$ cat config.mk
export PLATFORM = sky130hd
export DESIGN_NAME = pb_debounce_ctrl
export DESIGN_NICKNAME = d
export VERILOG_FILES = /design/src/rtl/pb_debounce_ctrl.sv
export SDC_FILE = /design/constraint.sdc
export NUM_CORES = 1
export LEC_CHECK = 0
export CORE_UTILIZATION = 40
export CTS_CLUSTER_DIAMETER = 50
export DETAILED_ROUTE_END_ITERATION = 12
export GPL_TIMING_DRIVEN = 0
export PLACE_DENSITY_LB_ADDON = 0.08
export SLEW_MARGIN = 25
export SYNTH_ARGS = -nofsm -noshare
export SYNTH_HDL_FRONTEND = slang
export SYNTH_SLANG_ARGS = --single-unit
$ cat constraint.sdc
create_clock -name clock -period 2.6 [get_ports clock]
set_input_delay 0.52 -clock clock [delete_from_list [all_inputs] [get_ports clock]]
set_output_delay 0.52 -clock clock [all_outputs]
set_load 0.005 [all_outputs]
$ cat src/rtl/pb_debounce_ctrl.sv
// Multi-channel push-button conditioner: two-flop synchroniser, counter-based
// debounce FSM, and long-press / auto-repeat strobe generation per channel.
module pb_debounce_ctrl #(
  parameter int unsigned N_BTN         = 4,
  parameter int unsigned DB_CYCLES     = 16,
  parameter int unsigned LONG_CYCLES   = 1000,
  parameter int unsigned REPEAT_CYCLES = 200
) (
  input  logic             clock,
  input  logic             rst_n,
  input  logic [N_BTN-1:0] pb_raw,
  output logic [N_BTN-1:0] pb_debounced,
  output logic [N_BTN-1:0] long_press,
  output logic [N_BTN-1:0] repeat_pulse
);

  localparam int DB_W   = $clog2(DB_CYCLES) + 1;
  localparam int HOLD_W = $clog2(LONG_CYCLES);
  localparam int REP_W  = $clog2(REPEAT_CYCLES);

  localparam logic [DB_W-1:0]   DB_LAST   = DB_W'(DB_CYCLES - 1);
  localparam logic [HOLD_W-1:0] HOLD_LAST = HOLD_W'(LONG_CYCLES - 1);
  localparam logic [REP_W-1:0]  REP_LAST  = REP_W'(REPEAT_CYCLES - 1);

  typedef enum logic [1:0] {
    ST_RELEASED,
    ST_PRESS_CHK,
    ST_PRESSED,
    ST_RELEASE_CHK
  } state_e;

  logic [N_BTN-1:0] s1_q;
  logic [N_BTN-1:0] s2_q;

  // NOTE: sequential state is always written with non-blocking assignments so
  // every flop samples the pre-edge value of its neighbours.
  always_ff @(posedge clock or negedge rst_n) begin
    if (!rst_n) begin
      s1_q <= '0;
      s2_q <= '0;
    end else begin
      s1_q <= pb_raw;
      s2_q <= s1_q;
    end
  end

  for (genvar gi = 0; gi < N_BTN; gi++) begin : g_chan
    state_e              state_q, state_d;
    logic [DB_W-1:0]     db_cnt_q, db_cnt_d;
    logic [HOLD_W-1:0]   hold_cnt_q, hold_cnt_d;
    logic [REP_W-1:0]    rep_cnt_q, rep_cnt_d;
    logic                fired_q, fired_d;
    logic                deb_q, deb_d;
    logic                long_q, long_d;
    logic                rpt_q, rpt_d;
    logic                s2;

    assign s2 = s2_q[gi];

    always_ff @(posedge clock or negedge rst_n) begin
      if (!rst_n) begin
        state_q    <= ST_RELEASED;
        db_cnt_q   <= '0;
        hold_cnt_q <= '0;
        rep_cnt_q  <= '0;
        fired_q    <= 1'b0;
        deb_q      <= 1'b0;
        long_q     <= 1'b0;
        rpt_q      <= 1'b0;
      end else begin
        state_q    <= state_d;
        db_cnt_q   <= db_cnt_d;
        hold_cnt_q <= hold_cnt_d;
        rep_cnt_q  <= rep_cnt_d;
        fired_q    <= fired_d;
        deb_q      <= deb_d;
        long_q     <= long_d;
        rpt_q      <= rpt_d;
      end
    end

    // NOTE: every signal driven here gets a default first, so no path through
    // the case statement can leave one unassigned and infer a latch.
    always_comb begin
      state_d    = state_q;
      db_cnt_d   = db_cnt_q;
      hold_cnt_d = hold_cnt_q;
      rep_cnt_d  = rep_cnt_q;
      fired_d    = fired_q;
      deb_d      = deb_q;
      long_d     = 1'b0;
      rpt_d      = 1'b0;

      unique case (state_q)
        ST_RELEASED: begin
          if (s2) begin
            state_d  = ST_PRESS_CHK;
            db_cnt_d = DB_W'(1);
          end
        end

        ST_PRESS_CHK: begin
          if (!s2) begin
            state_d  = ST_RELEASED;
            db_cnt_d = '0;
          end else if (db_cnt_q == DB_LAST) begin
            state_d    = ST_PRESSED;
            deb_d      = 1'b1;
            db_cnt_d   = '0;
            hold_cnt_d = '0;
            rep_cnt_d  = '0;
            fired_d    = 1'b0;
          end else begin
            db_cnt_d = db_cnt_q + DB_W'(1);
          end
        end

        ST_PRESSED: begin
          // A falling sample takes priority over any strobe due this cycle.
          if (!s2) begin
            state_d  = ST_RELEASE_CHK;
            db_cnt_d = DB_W'(1);
          end else if (!fired_q) begin
            if (hold_cnt_q == HOLD_LAST) begin
              long_d    = 1'b1;
              fired_d   = 1'b1;
              rep_cnt_d = '0;
            end else begin
              hold_cnt_d = hold_cnt_q + HOLD_W'(1);
            end
          end else begin
            if (rep_cnt_q == REP_LAST) begin
              rpt_d     = 1'b1;
              rep_cnt_d = '0;
            end else begin
              rep_cnt_d = rep_cnt_q + REP_W'(1);
            end
          end
        end

        ST_RELEASE_CHK: begin
          // Hold/repeat counters stay frozen here so a short glitch only pauses them.
          if (s2) begin
            state_d  = ST_PRESSED;
            db_cnt_d = '0;
          end else if (db_cnt_q == DB_LAST) begin
            state_d    = ST_RELEASED;
            deb_d      = 1'b0;
            db_cnt_d   = '0;
            hold_cnt_d = '0;
            rep_cnt_d  = '0;
            fired_d    = 1'b0;
          end else begin
            db_cnt_d = db_cnt_q + DB_W'(1);
          end
        end

        default: begin
          state_d = ST_RELEASED;
        end
      endcase
    end

    assign pb_debounced[gi] = deb_q;
    assign long_press[gi]   = long_q;
    assign repeat_pulse[gi] = rpt_q;
  end

endmodule

== Word level (Yosys, flattened, before mapping) ==
Index checks and enable logic that the tools add are counted.

* Register bits after elaboration: 124
* Logic and storage cells: 342

* $add $sub $neg: 12
* Equality and inequality tests: 72
* Muxes and demuxes: 188
* Reductions and logical operators: 36

{| class="wikitable"
|+ Operators with widths
! operator !! count
|-
| $mux 10 || 24
|-
| $mux 8 || 28
|-
| $pmux 10 s3 || 4
|-
| $mux 5 || 20
|-
| $pmux 8 s3 || 4
|-
| $pmux 5 s4 || 4
|-
| $ne 2x2->1 const B || 36
|-
| $mux 1 || 68
|-
| $mux 2 || 24
|-
| $add 10x1->10 const B || 4
|-
| $eq 10x10->1 const B || 4
|-
| $reduce_and 5->1 || 8
|-
| $ne 3x3->1 const B || 12
|-
| $add 8x1->8 const B || 4
|-
| $eq 8x8->1 const B || 4
|-
| $pmux 2 s4 || 4
|-
| $reduce_and 4->1 || 8
|-
| $reduce_and 6->1 || 4
|-
| $add 5x1->5 const B || 4
|-
| $eq 5x4->1 const B || 4
|-
| $eq 2x2->1 const B || 8
|-
| $pmux 1 s3 || 4
|-
| $reduce_bool 3->1 || 4
|-
| $eq 2x1->1 const B || 4
|-
| 4 further kinds || 16
|}

== Depth between registers and ports, before layout ==
Gate-level depths: netlist of run 1.

* Depth in word-level cells: 5
* Depth in mapped cells: 8
* Depth with buffers taken out: 6

== Least setup slack after synthesis of run 1 ==
No wires, ideal clock.

* Path type: register to register
* From: register g_chan[1].db_cnt_q[0]
* To: register g_chan[1].hold_cnt_q[6]
* Setup time: 0.077 ns
* Arrival time: 1.900 ns
* Data required time: 2.523 ns
* Setup slack: 0.623 ns
* Cell stages (with the launch flop): 7
* Buffers on the path: 0
* Path through: dfrtp_1 ha_1 nand4b_4 a221oi_4 nand2_4 or4_1 a21oi_1

* Word-level cells in the longest chain between the ends: 4
* Elaborated cells on any way between the ends: 5
* Those cells by class: eq/ne: 1; mux: 4

{| class="wikitable"
|+ RTL lines
! element !! RTL line !! RTL
|-
| start, declared || 49 || <nowiki>logic [DB_W-1:0] db_cnt_q, db_cnt_d;</nowiki>
|-
| start signal, assigned || 72 || <nowiki>db_cnt_q <= db_cnt_d;</nowiki>
|-
| $eq 5x4->1 * || 106, 146 ||
|-
| $mux 10 * || -- ||
|-
| $mux 10 (on tied branches) || -- ||
|-
| $pmux 10 s3 * || -- ||
|-
| end signal, assigned || 73 || <nowiki>hold_cnt_q <= hold_cnt_d;</nowiki>
|-
| end, declared || 50 || <nowiki>logic [HOLD_W-1:0] hold_cnt_q, hold_cnt_d;</nowiki>
|}

Mark *: on every way between the ends. The rest lies on a longest branch, timed or not. The select of a mux whose other input is x is not followed.
A chain may end at the register's enable or synchronous reset.

== Final worst setup path of run 1 ==
* From: register g_chan[2].db_cnt_q[0]
* To: register g_chan[2].hold_cnt_q[7]

* Word-level cells in the longest chain between the ends: 4
* Elaborated cells on any way between the ends: 5
* Those cells by class: eq/ne: 1; mux: 4

{| class="wikitable"
|+ RTL lines
! element !! RTL line
|-
| start, declared || 49
|-
| start signal, assigned || 72
|-
| $eq 5x4->1 * || 106, 146
|-
| $mux 10 * || --
|-
| $mux 10 (on tied branches) || --
|-
| $pmux 10 s3 * || --
|-
| end signal, assigned || 73
|-
| end, declared || 50
|}

Marks and branches as above.

==> results of run 1 <==
## stage by stage
| stage | hold slack [ns] | utilization, % | TNS, ns | worst slack (ns) |
|---|---|---|---|---|
| floorplan | 0.224 | - | 0 | 0.623 |
| global placement | 0.333 | 43.7 | -504.97 | -4.08 |
| detailed placement | 0.335 | 43.9 | 0 | 0.299 |
| CTS | 0.0361 | 47.2 | 0 | 0.285 |
| global route | 0.0479 | 47.3 | 0 | 0.0803 |
| finish | 0.0208 | 47.3 | 0 | 0.277 |
## routing by layer
layer  global-route usage [%]  routed length (um)
met5                        0                   0
met4                     7.46                 176
met3                     4.00                 320
met2                     28.3                6160
met1                     23.6                6710
## cell usage after synthesis (all sizes together), types with 7 or more instances
cell type / n
a21oi: 16
a31oi: 13
and2: 10
and3: 24
buf: 21
clkbuf: 11
dfrtp: 124
ha: 12
inv: 10
nand2: 74
nand2b: 14
nand3: 41
nand4: 12
nand4b: 7
nor2: 56
nor2b: 10
nor3: 9
o21a: 10
o21ai: 90
o31ai: 22
or3: 7
xnor2: 10
xor2: 13
## logic make-up (layout without fill, tap and decap cells)
| logic type | count (synthesis) | after routing | synth area share [%] |
|---|---|---|---|
| buf+inv | 42 | 91 | 3.60 |
| xor+xnor | 23 | 23 | 3.22 |
| flops | 124 | 124 | 47.8 |
| fa+ha+maj | 12 | 12 | 2.31 |
| compound gates | 186 | 186 | 18.3 |
| simple gates | 298 | 298 | 24.3 |
| mux | 3 | 3 | 0.520 |
## where the power goes
group	internal, uW	switching, uW	leakage [uW]
clock network	1300	827	0.000262
registers	1960	33.2	0.00168
logic	60.9	111	0.00133
## cell type report
type	count	share of cell area (%)
well taps	216	3.60
plain buffers	32	2.61
multi-input cells	522	42.2
clock buffers	24	6.54
repair buffers	18	2.70
clock inverters	7	0.533
flip-flops and latches	124	41.3
inverters	10	0.500
## worst reg2reg max path, delay by kind of cell, from the launching register on
family	cells	cell delay, ns
compound gates	3	0.78
fa+ha+maj	1	0.23
buf+inv	2	0.46
flops	1	0.41
simple gates	2	0.34
## final timing paths
check,from,end,slack (ns)
max,g_chan[2].db_cnt_q[0],g_chan[2].hold_cnt_q[7],0.28
min,rst_n,g_chan[0].db_cnt_q[2],0.02
max reg2reg,g_chan[2].db_cnt_q[0],g_chan[2].hold_cnt_q[7],0.28
min in group clock,s1_q[0],s2_q[0],0.35
max in group asynchronous,rst_n,g_chan[3].hold_cnt_q[3],1.90
min reg2reg,s1_q[0],s2_q[0],0.35
## flip-flops by register name (all words and copies together) (netlist names), named ones only
register and cells:
g_chan.rpt_q 4, g_chan.long_q 4, g_chan.rep_cnt_q 32, g_chan.db_cnt_q 20, s1_q 4, g_chan.state_q 4, s2_q 4, g_chan.deb_q 4
g_chan.hold_cnt_q 40, g_chan.fired_q 4
==> out/qor.csv, run 1 <==
metric,value,unit
cellPowerDensity,572,mW/mm2
insertedDiodeCount,0,
ant_nets,0,
ys_seq_area_share,47.8,%
placed_cells,922,
worst-path-max-fanout,8,
layout-drive-gt1-share,9.09,%
cp_num_cells,8,
crit_chain,ha_1 > and4b_1 > buf_2 > and2_0 > clkbuf_1 > o2111ai_1 > o211a_1 > a31o_2,
clock_path_buffers,2,
cts_tree,done,
clk_pin_slew,0.05,ns
final_cells,953,
fin_skew,0.00541,ns
die_width,129,um
stdcell_area,0.00751,mm2
path_class,reg2reg,
setup_viol,0,
dieArea,0.0168,mm2
n_fill_cell,1516,
synth_edf_count,0,
rsz0062_at_grt,false,
cp.required,2.90,ns
synth-async-reset-ratio,100,%
mostFrequentLayoutCell,dfrtp_1,
first_global_vias,5015,
post_drt_wl_per_cell,14.0,um
synth_flop_cell,dfrtp_1,
cp_slowest_cell,dfrtp_1,
netlist_instances,688,
period_needed,2.32,ns
max_freq,431,MHz
grt_remaining_overflow,0,
drt_wl_total,13.4,mm
die_h,129,um
slew_violations,0,
p_leak,0.00327,uW
clock_latency,0.41,ns
hold_violations,0,
route.detailed.drc,0,
relSlewSlack,54.6,%
cp-end-kind,flop,
dpl-instance-area,0.00697,mm2
multi_input_area,0.00317,mm2
cpPeakStageDelay,0.41,ns
period_share,89.3,%
synth_warnings,0,
nNetsFinal,743,
cts_setup_buffers,0,
maxCapViolations,0,
initial_core_util,40.9,%
cts_root_buf,clkbuf_16,
cp-start-kind,flop,
hold_buffers,0,
track_usage,17.9,%
dpl.hpwl,8.99,mm
cp_top_family,compound AO/OA/AOI/OAI gates,
synth_top_area_cell,dfrtp_1,
drtIter0Drc,284,
htree_levels,4,
port_buffers,17,
antenna_found_initial,0,
grt_max_degree,70,
worst_slew_pin_slew,0.676,ns
num_io_pins,18,
numCtsBuffers,17,
status,completed,
layout_common_cells,"dfrtp_1, o21ai_0, nand2_1",
crit_arrival,2.62,ns
syn_area_per_cell,9.44,um2
area_growth_syn_to_layout,15.7,%
synthTopCellsByArea,"dfrtp_1, o21ai_0, nand2_1",
p_total,4300,uW
dr_total_vias,5198,
cts-resized-gates,0,
ys_types,64,
hp-class,in2async,
reg2reg_depth,8,
rows,46,
grt_pass1_wl,23.7,mm
syn-cell-area,0.00650,mm2
seq_area,0.00310,mm2
core-area,0.0159,mm2
netlist.area_leader.share,47.8,%
max-vdd-ir-drop,0.453,mV
via_per_inst,5.45,
clock_sinks,124,
finalWeightedCongestion,0.821,
first_pass_iters,5,
ys_ff_latch,124,
cp_num_buf_inv,2,
synth_nets,706,
No activity file was read; power rests on OpenSTA's default activity.
==> run 2: changes to the inputs <==
--- a/config.mk
+++ b/config.mk
@@ -5,6 +5,7 @@
 export SDC_FILE = /design/constraint.sdc
 export NUM_CORES = 1
 export LEC_CHECK = 0
+export ABC_CLOCK_PERIOD_IN_PS = 2600
 export CORE_UTILIZATION = 40
 export CTS_CLUSTER_DIAMETER = 50
 export DETAILED_ROUTE_END_ITERATION = 12
==> results of run 2 <==
Same layout as run 1: the final DEF is identical, and so are final timing and power.
